**config.mk**
```make
export PLATFORM = sky130hd
export DESIGN_NAME = router_dest_reader
export DESIGN_NICKNAME = d
export VERILOG_FILES = /design/src/rtl/router_dest_reader.sv
export SDC_FILE = /design/constraint.sdc
export NUM_CORES = 1
export LEC_CHECK = 0
export ABC_AREA = 1
export CORE_MARGIN = 2
export CORE_UTILIZATION = 59
export DETAILED_ROUTE_END_ITERATION = 10
export HOLD_SLACK_MARGIN = 0.12
export PLACE_DENSITY_LB_ADDON = 0.15
export SYNTH_ARGS = -nofsm -noshare
export SYNTH_HDL_FRONTEND = slang
export SYNTH_SLANG_ARGS = --single-unit
```
**constraint.sdc**
```tcl
create_clock -name clock -period 4.75 [get_ports clock]
set_input_delay 0.475 -clock clock [delete_from_list [all_inputs] [get_ports clock]]
set_output_delay 0.475 -clock clock [all_outputs]
set_load 0.05 [all_outputs]
```
**src/rtl/router_dest_reader.sv**
```systemverilog
// router_dest_reader: drains one router port, framing header/payload/parity and checking parity
module router_dest_reader #(
  parameter int START_DLY = 0
) (
  input  logic       clock,
  input  logic       reset,
  input  logic       en,
  input  logic       vld_out,
  input  logic [7:0] data_out,
  input  logic       soft_reset,
  output logic       read_enb,
  output logic       byte_valid,
  output logic [7:0] byte_out,
  output logic [1:0] pkt_addr,
  output logic [5:0] pkt_len,
  output logic       pkt_done,
  output logic       parity_err,
  output logic       abort,
  output logic       busy
);
  typedef enum logic [1:0] {IDLE, DELAY, READ, DONE} state_t;
  state_t state, state_nxt;
  logic [4:0] dly;
  logic [6:0] issued, caps, total;
  logic [7:0] par;
  logic rd_q, perr, flush, start, last;
  assign start = state == IDLE && en && vld_out;
  assign flush = soft_reset && (state == DELAY || state == READ);
  assign total = caps == 7'd0 ? 7'd65 : {1'b0, pkt_len} + 7'd2;
  assign read_enb = state == READ && vld_out && issued < total;
  assign last = rd_q && caps != 7'd0 && caps == {1'b0, pkt_len} + 7'd1;
  assign busy = state != IDLE;
  assign pkt_done = state == DONE;
  assign parity_err = pkt_done && perr;
  // state register; reset overrides everything, including a pending flush
  always_ff @(posedge clock) begin
    if (reset) state <= IDLE;
    else state <= state_nxt;
  end
  // next state: soft_reset only aborts while a packet is being fetched
  always_comb begin
    state_nxt = state;
    unique case (state)
      IDLE:    state_nxt = start ? DELAY : IDLE;
      DELAY:   state_nxt = soft_reset ? IDLE : dly == 5'd0 ? READ : DELAY;
      READ:    state_nxt = soft_reset ? IDLE : last ? DONE : READ;
      default: state_nxt = IDLE;
    endcase
  end
  // capture path: the byte read last cycle arrives now, first one is the header
  always_ff @(posedge clock) begin
    if (reset) begin
      dly <= '0;
      issued <= '0;
      caps <= '0;
      par <= '0;
      perr <= 1'b0;
      rd_q <= 1'b0;
      byte_valid <= 1'b0;
      byte_out <= '0;
      pkt_addr <= '0;
      pkt_len <= '0;
      abort <= 1'b0;
    end else begin
      abort <= flush;
      rd_q <= read_enb && !flush;
      byte_valid <= rd_q && !flush;
      if (state == IDLE || flush) begin
        dly <= 5'(START_DLY);
        issued <= '0;
        caps <= '0;
        par <= '0;
        perr <= 1'b0;
      end else begin
        if (state == DELAY && dly != 5'd0) dly <= dly - 5'd1;
        if (read_enb) issued <= issued + 7'd1;
        if (rd_q) begin
          byte_out <= data_out;
          caps <= caps + 7'd1;
          par <= par ^ data_out;
          if (caps == 7'd0) {pkt_len, pkt_addr} <= data_out;
          if (last) perr <= data_out != par;
        end
      end
    end
  end
endmodule

```
Word-level counts from Yosys, hierarchy flattened
Index checks and enable logic that the tools add are counted.
- bitwise operators: 2
- shift-type cells: 0
- divide/modulo/power cells: 0
- $lt $le $gt $ge: 1
- equality and inequality tests: 5
- reductions and logical operators: 24
- mux-type cells: 7
- add/sub/neg operators: 5
- multiply operators: 0
- operator list (operator ; number):
    $add 7x1->7 const B ; 2
    $logic_and 1x1->1 ; 11
    $ne 8x8->1 ; 1
    $xor 8x8->8 ; 1
    $add 6x1->7 const B ; 1
    $add 6x2->7 const B ; 1
    $eq 7x7->1 ; 1
    $logic_not 7->1 ; 1
    $lt 7x7->1 ; 1
    $mux 7 ; 1
    $reduce_bool 7->1 ; 1
    $mux 2 ; 3
    $pmux 2 s3 ; 1
    $logic_not 5->1 ; 1
    $reduce_bool 5->1 ; 1
    $sub 5x1->5 const B ; 1
    $eq 2x2->1 const B ; 2
    $reduce_and 2->1 ; 2
    $reduce_and 3->1 ; 1
    $eq 2x1->1 const B ; 1
    $logic_not 2->1 ; 1
    $logic_or 1x1->1 ; 2
    $mux 1 ; 2
    $reduce_bool 2->1 ; 1
    other kinds (3) ; 3
- word-level logic and storage cells: 56
- ROM bits: 0
- memories: 0
- bits in writable memories: 0
- latch bits: 0
- register bits: 49

Logic depth before layout (Yosys ltp)
Gate-level depths: netlist of run 1.
- word-level depth: 6
- mapped depth: 16
- mapped depth without buffers: 16

Least setup slack after synthesis of run 1
Ideal clock, no wire load.
- path type: register to output
- from: reg pkt_len[1]
- to: out read_enb
- stages on the path, launching flop included: 11
- path buffers: 0
- arrival time: 2.239 ns
- path slack: 2.036 ns
- cells stage by stage: dfxtp_1 > ha_1 > nand3_1 > nand2_1 > nand3_1 > ha_1 > nand4_1 > nand3_1 > a21oi_4 > nand2_4 > inv_4
- word-level cells in the longest chain between the ends: 4
- ends and longest elaborated chain (what ; RTL line ; source):
    start: declaration ; 15 ; output logic [5:0] pkt_len,
    start signal: assignment ; 81 ; if (caps == 7'd0) {pkt_len, pkt_addr} <= data_out;
    $add 6x2->7 ; 29 ; assign total = caps == 7'd0 ? 7'd65 : {1'b0, pkt_len} + 7'd2;
    $mux 7 ; 29 ;
    $lt 7x7->1 ; 30 ; assign read_enb = state == READ && vld_out && issued < total;
    $logic_and 1x1->1 ; 30 ;
    end: declaration ; 11 ; output logic read_enb,
No other way between the ends.

Worst setup path after layout of run 1
- from: reg pkt_len[2]
- to: out read_enb
Same word-level chain as after synthesis.

==> impl_results.md, run 1 <==
- DRC Markers: 0
- Cells on worst reg2reg path: 11
- Final Hold Viols: 0
- R2R Path Start: pkt_len[2]
- Fillcell total: 369
- RSZ-0062 raised after global routing: no
- Post-CTS Setup Bufs: 0
- VDD IR max: 148 uV
- Pint: 601 uW
- Vias: 2519
- Startpoint Class: flip-flop
- Worst setup EP type: primary output
- First-pass GRT wire length: 10400 um
- # diodes: 0
- Max Slew Vio Count: 0
- Measured slew at the worst slew-check pin: 800 ps
- Die area: 5080 um2
- YS warnings: 0
- # setup viols final: 0
- Number of buffers created by CTS: 5
- Largest net degree at the start of global routing: 27
- Remaining global-route overflow: 0
- Clock buffer depth: 2
- FF-to-FF setup slack: 2400 ps
- Worst r2r dst: issued[2]
- CTS tree: built
- Drt total wl: 5990 um
- Layout Area Growth over Synthesis: 17.7%
- Hold Path Class: reg2reg
- ANT nets after route: 0
- Pleak: 0.00125 uW
- Mapped Avg Cell Area: 7.20 um2
- Critical Path Fanout Max: 10
- Nets: 431
- Worst rel slew slack: 46.6%
- Final Skew: 7.77 ps
- Clock Tree Root: clkbuf_8
- Num rows: 24
- Final Cycle Share: 78.4%
- Reg clk slew, reported paths: 90 ps
- Crit path launch: pkt_len[2]
- Initial Utilization: 61.4%
- H-tree depth: 2
- Vias per inst: 5.54
- # hold bufs at CTS: 0
- Register cell area after layout: 981 um2
- Min Tclk post-route: 3720 ps
- Seq/Total Area, Yosys: 36.7%
- Number of global-route vias before repair: 2357
- Initial DRC count: 152
- CP required: 4280 ps
- Post-cts sizing count: 0
- Switching share of power: 20.8%
- Layout cell share with drive strength beyond 1: 6.45%
- Worst setup path endpoint: read_enb
- TNS Setup: 0 ps
- IO Port Bufs: 34
- Clock power share: 40.0%
- Final HPWL DP: 4660 um
- Unique masters post-synth: 31
- FF+latch count, synth: 49
- Max-cap violations: 0
- Maximum clock rate: 269 MHz
- Multi-input gate area: 1490 um2
- Placer congestion estimate: 0.907
- Psw: 157 uW
- Worst setup path category: reg2out
- Drt first pass iters: 4
- Core Box Area: 4350 um2
- Power Total: 758 uW
- Die H: 71.3 um
- Routed len/inst: 13.2 um
- Total track usage: 25.4%
- Comb pwr share: 5.5%
- Share of power burned in registers: 54.4%
- Pwr Density: 241 nW/um2
- Syn_nets: 400
- I/O pins: 35
- CP Data Arrival Time: 3250 ps
- Hold Path Depth: 2
- Chip width: 71.3 um
- Gate Count Post-Synth: 371
- Clk_lat worst skew: 300 ps
- Antenna violations before repair: 0
- Outcome: finished, final reports clean
- Sink Count: 49
- Post-Syn Area: 2670 um2
worst min-delay path by stage:
| stage | start | endpoint | slack, ps |
|---|---|---|---|
| 2_1_floorplan | dly[0] | dly[0] | 440 |
| 5_1_grt | pkt_addr[1] | pkt_addr[1] | 490 |
| 4_1_cts | pkt_addr[1] | pkt_addr[1] | 470 |
| 3_3_place_gp | pkt_addr[0] | pkt_addr[0] | 450 |
| 6_report | pkt_addr[1] | pkt_addr[1] | 470 |
| 3_5_place_dp | pkt_addr[1] | pkt_addr[1] | 460 |
sequential cells by signal, indices dropped and copies added (netlist names):
register / cells
abort: 1
perr: 1
byte_valid: 1
byte_out: 8
caps: 7
issued: 7
pkt_addr: 2
state: 2
rd_q: 1
par: 8
pkt_len: 6
dly: 5
per-layer routing:
metal  GRT usage, %  vias to the layer above  share of wire [%]
li1               -                     1267                  -
met1           32.6                     1171                 46
met2           43.3                       69                 48
met3           4.50                       12                4.7
met4           8.18                        0                1.3
met5              0                        -                  0
logic make-up (layout without fill, tap and decap cells):
| logic type | Yosys count | count (layout) | synth area share (%) |
|---|---|---|---|
| fa+ha+maj | 16 | 16 | 7.49 |
| simple gates | 179 | 179 | 31.1 |
| xor+xnor | 15 | 15 | 4.92 |
| compound gates | 61 | 61 | 12.0 |
| buf+inv | 51 | 83 | 7.68 |
| flops | 49 | 49 | 36.7 |
synth_stat cells, drive strengths merged:
cell    count  area, um2
dfxtp      49        981
a32oi       1       8.76
clkbuf      3       11.3
nand3      30        168
a21oi      31        166
xor2        4       35.0
nor2       52        218
and3        1       6.26
buf         7       37.5
nand2      72        290
inv        41        156
nor4        1       12.5
ha         16        200
xnor2      11       96.3
nand3b      1       7.51
o21ai      28        140
a31oi       1       6.26
nor3b       3       22.5
and2        1       6.26
nand4       7       43.8
nor3        9       45.0
or2         2       12.5
critical path: stages, from the launching register on:
cell	delay, ps
dfxtp_1	520
ha_1	350
nand3_1	130
nand2_1	90
nand3_1	80
ha_1	290
nand4_1	100
nand3_1	120
a21oi_4	270
nand2_4	130
inv_4	80
clkdlybuf4s50_1	790
placed cells by master, fill, tap and decap left out, types with 4 or more instances in the layout:
cell / count
nand2_1: 68
dfxtp_1: 49
nor2_1: 43
inv_1: 40
clkdlybuf4s50_1: 34
a21oi_1: 30
nand3_1: 28
o21ai_0: 28
ha_1: 16
xnor2_1: 11
nor2_2: 9
nor3_1: 9
nand4_1: 7
clkbuf_8: 6
xor2_1: 4
cell type report:
| cell class | count | share of cell area [%] |
|---|---|---|
| clock inverter | 1 | 0.955 |
| inverter | 41 | 4.97 |
| sequential | 49 | 31.2 |
| clock buffer | 7 | 2.75 |
| multi-input combinational | 271 | 47.2 |
| timing repair buffer | 34 | 10.8 |
| tap | 52 | 2.07 |
power groups by stage:
stage	sequential, uW	clock, uW	combinational (uW)
finish	413	303	41.9
global route	413	323	45.8
CTS	413	310	41.8
detailed placement	422	0	41.6
global placement	422	0	41.1
floorplan	423	0	20.1
per-stage QoR:
step,worst slack [ps],hold slack [ps],std cells,utilization (%),area [um2]
6_report,1030,466,455,72.2,3140
4_1_cts,1050,469,455,72.2,3140
5_1_grt,825,489,455,72.2,3140
2_1_floorplan,2040,444,371,-,2670
3_5_place_dp,1410,458,447,69.5,3030
3_3_place_gp,1470,454,447,69.5,3030
No activity file was read; power rests on OpenSTA's default activity.
==> inputs of run 2 (changes only) <==
--- a/config.mk
+++ b/config.mk
@@ -7,7 +7,7 @@
 export LEC_CHECK = 0
 export ABC_AREA = 1
 export CORE_MARGIN = 2
-export CORE_UTILIZATION = 59
+export CORE_UTILIZATION = 50
 export DETAILED_ROUTE_END_ITERATION = 10
 export HOLD_SLACK_MARGIN = 0.12
 export PLACE_DENSITY_LB_ADDON = 0.15
==> constraint.sdc (replaced) <==
create_clock -name clock -period 3.4 [get_ports clock]
set_input_delay 0.34 -clock clock [delete_from_list [all_inputs] [get_ports clock]]
set_output_delay 0.34 -clock clock [all_outputs]
set_load 0.05 [all_outputs]
==> run 2 against run 1 <==
Critical path depth stayed put. Total power grew 28%. Highest routed layer unchanged. Final cell count up 4.4%. Critical endpoint unchanged. Setup slack lost 590 ps. Clock-buffer cell count fell by 1. Largest power group unchanged.
==> impl_results.md, run 2 (same netlist as run 1, synthesis figures left out) <==
- RSZ-0062 raised after global routing: no (unchanged)
- Core Box Area: 5140 um2 (was 4350 um2)
- # setup viols final: 0 (unchanged)
- Metal2 WL: 2860 um (was 2880 um)
- IO Port Bufs: 34 (unchanged)
- Worst setup EP type: primary output (unchanged)
- Chip width: 77.1 um (was 71.3 um)
- I/O pins: 35 (unchanged)
- CTS tree: built (unchanged)
- Die H: 77.1 um (was 71.3 um)
- Pleak: 0.00125 uW (about the same)
- Worst setup path category: reg2out (unchanged)
- Switching share of power: 23.3% (was 20.8%)
- Final Hold Viols: 0 (unchanged)
- Comb pwr share: 6.1% (was 5.5%)
- First-pass GRT wire length: 10500 um (was 10400 um)
- Clock power share: 34.4% (was 40.0%)
- Vias: 2439 (was 2519)
- Post-cts sizing count: 0 (unchanged)
- Routed len/inst: 12.8 um (was 13.2 um)
- Most frequent cells in the layout: 68 x nand2_1, 49 x dfxtp_1, 43 x nor2_1 (unchanged)
- Initial DRC count: 127 (was 152)
- DRC Markers: 0 (unchanged)
- TNS Setup: 0 ps (unchanged)
- Maximum clock rate: 337 MHz
- Largest net degree at the start of global routing: 27 (unchanged)
- Final Cycle Share: 87.2%
- Placer congestion estimate: 0.835 (was 0.907)
- Sink Count: 49 (unchanged)
- Max Slew Vio Count: 0 (unchanged)
- Initial Utilization: 52.0% (was 61.4%)
- Pwr Density: 308 nW/um2 (was 241 nW/um2)
- CP Data Arrival Time: 2620 ps (was 3250 ps)
- Remaining global-route overflow: 0 (unchanged)
- Commonest non-fill, non-tap cell in the layout: nand2_1 (unchanged)
- Number of buffers created by CTS: 5 (unchanged)
- # diodes: 0 (unchanged)
- Layout Area Growth over Synthesis: 17.8% (was 17.7%)
- Biggest regs: byte_out: 8 flops, par: 8 flops (unchanged)
- Share of power burned in registers: 59.4% (was 54.4%)
- H-tree depth: 2 (unchanged)
- Psw: 226 uW (was 157 uW)
- Vias per inst: 5.13 (was 5.54)
- ANT nets after route: 0 (unchanged)
- Final Skew: 5.42 ps (was 7.77 ps)
- Max-cap violations: 0 (unchanged)
- Outcome: finished, final reports clean (unchanged)
- Layout cell share with drive strength beyond 1: 7.16% (was 6.45%)
- Nets: 433 (was 431)
- Antenna violations before repair: 0 (unchanged)
- Startpoint Class: flip-flop (unchanged)
- Worst rel slew slack: 65.6% (was 46.6%)
- Top layer in use: met4 (unchanged)
- WL met1: 2960 um (was 2750 um)
- Placed insts: 467 (was 447)
- Number of global-route vias before repair: 2311 (was 2357)
- Min Tclk post-route: 2960 ps
- Total track usage: 22.0% (was 25.4%)
- Measured slew at the worst slew-check pin: 514 ps (was 800 ps)
- CP required: 3060 ps (was 4280 ps)
- Post-Layout Cell Count: 475 (was 455)
- Num rows: 26 (was 24)
- Clock Tree Root: clkbuf_8 (unchanged)
- VDD IR max: 269 uV (was 148 uV)
- Hold_ws: 473 ps (was 466 ps)
- Die area: 5940 um2 (was 5080 um2)
- Final HPWL DP: 4720 um (was 4660 um)
- Hold Path Class: reg2reg (unchanged)
- Met3 routed WL: 220 um (was 282 um)
- Pint: 743 uW (was 601 uW)
- Drt total wl: 6100 um (was 5990 um)
- Post-CTS Setup Bufs: 0 (unchanged)
- Drt first pass iters: 5 (was 4)
- Clock buffer depth: 2 (unchanged)
- Reg clk slew, reported paths: 90 ps (about the same)
- # hold bufs at CTS: 0 (unchanged)
- Clk_lat worst skew: 300 ps (about the same)
- Critical Path Fanout Max: 10 (unchanged)
==> run 2: power by group through the flow <==
stage | sequential [uW] | combinational [uW] | clock [uW]
after floorplan | 591 | 28.1 | 0
after global placement | 590 | 58.7 | 0
after detailed placement | 590 | 59.3 | 0
after CTS | 576 | 59.6 | 340
after global routing | 576 | 65.4 | 365
final | 576 | 59.3 | 334
==> run 2: per-stage QoR <==
step | setup WS [ps] | util (%) | cell area (um2) | power [uW]
global route | 117 | 61.2 | 3150 | 1010
CTS | 432 | 61.2 | 3150 | 976
finish | 435 | 61.2 | 3150 | 969
global placement | 862 | 59.6 | 3060 | 648
floorplan | 821 | - | 2670 | 619
detailed placement | 771 | 59.6 | 3060 | 649
==> run 2: metal layers <==
metal / up-vias / global-route usage, %
met1: 1114 / 29.2
met4: 0 / 7.50
met2: 45 / 36.3
met3: 6 / 3.65
li1: 1274 / -
met5: - / 0
==> run 2: area by class of cell <==
type,count,area [um2]
clock inverter,2,10.0
sequential,49,981
tap,70,87.6
fill,501,1990
timing repair buffer,36,353
inverter,41,156
clock buffer,6,72.6
multi-input combinational,271,1490
==> run 2: worst paths after layout <==
kind                            cells after the start        end  startpoint  slack (ps)
worst max register to register                     11  issued[3]  pkt_len[2]        1080
worst min register to register                      2     dly[0]      dly[0]         470
worst min-delay path                                2     dly[0]      dly[0]         470
worst max-delay path                               11   read_enb  pkt_len[2]         440
==> run 2: worst max-delay path: stages, from the launching register on <==
cell     delay (ps)
dfxtp_1         530
ha_1            340
nand3_1         130
nand2_1          90
nand3_1          80
ha_1            300
nand4_1         100
nand3_1         120
a21oi_4         260
nand2_4         120
inv_4            80
buf_4           190
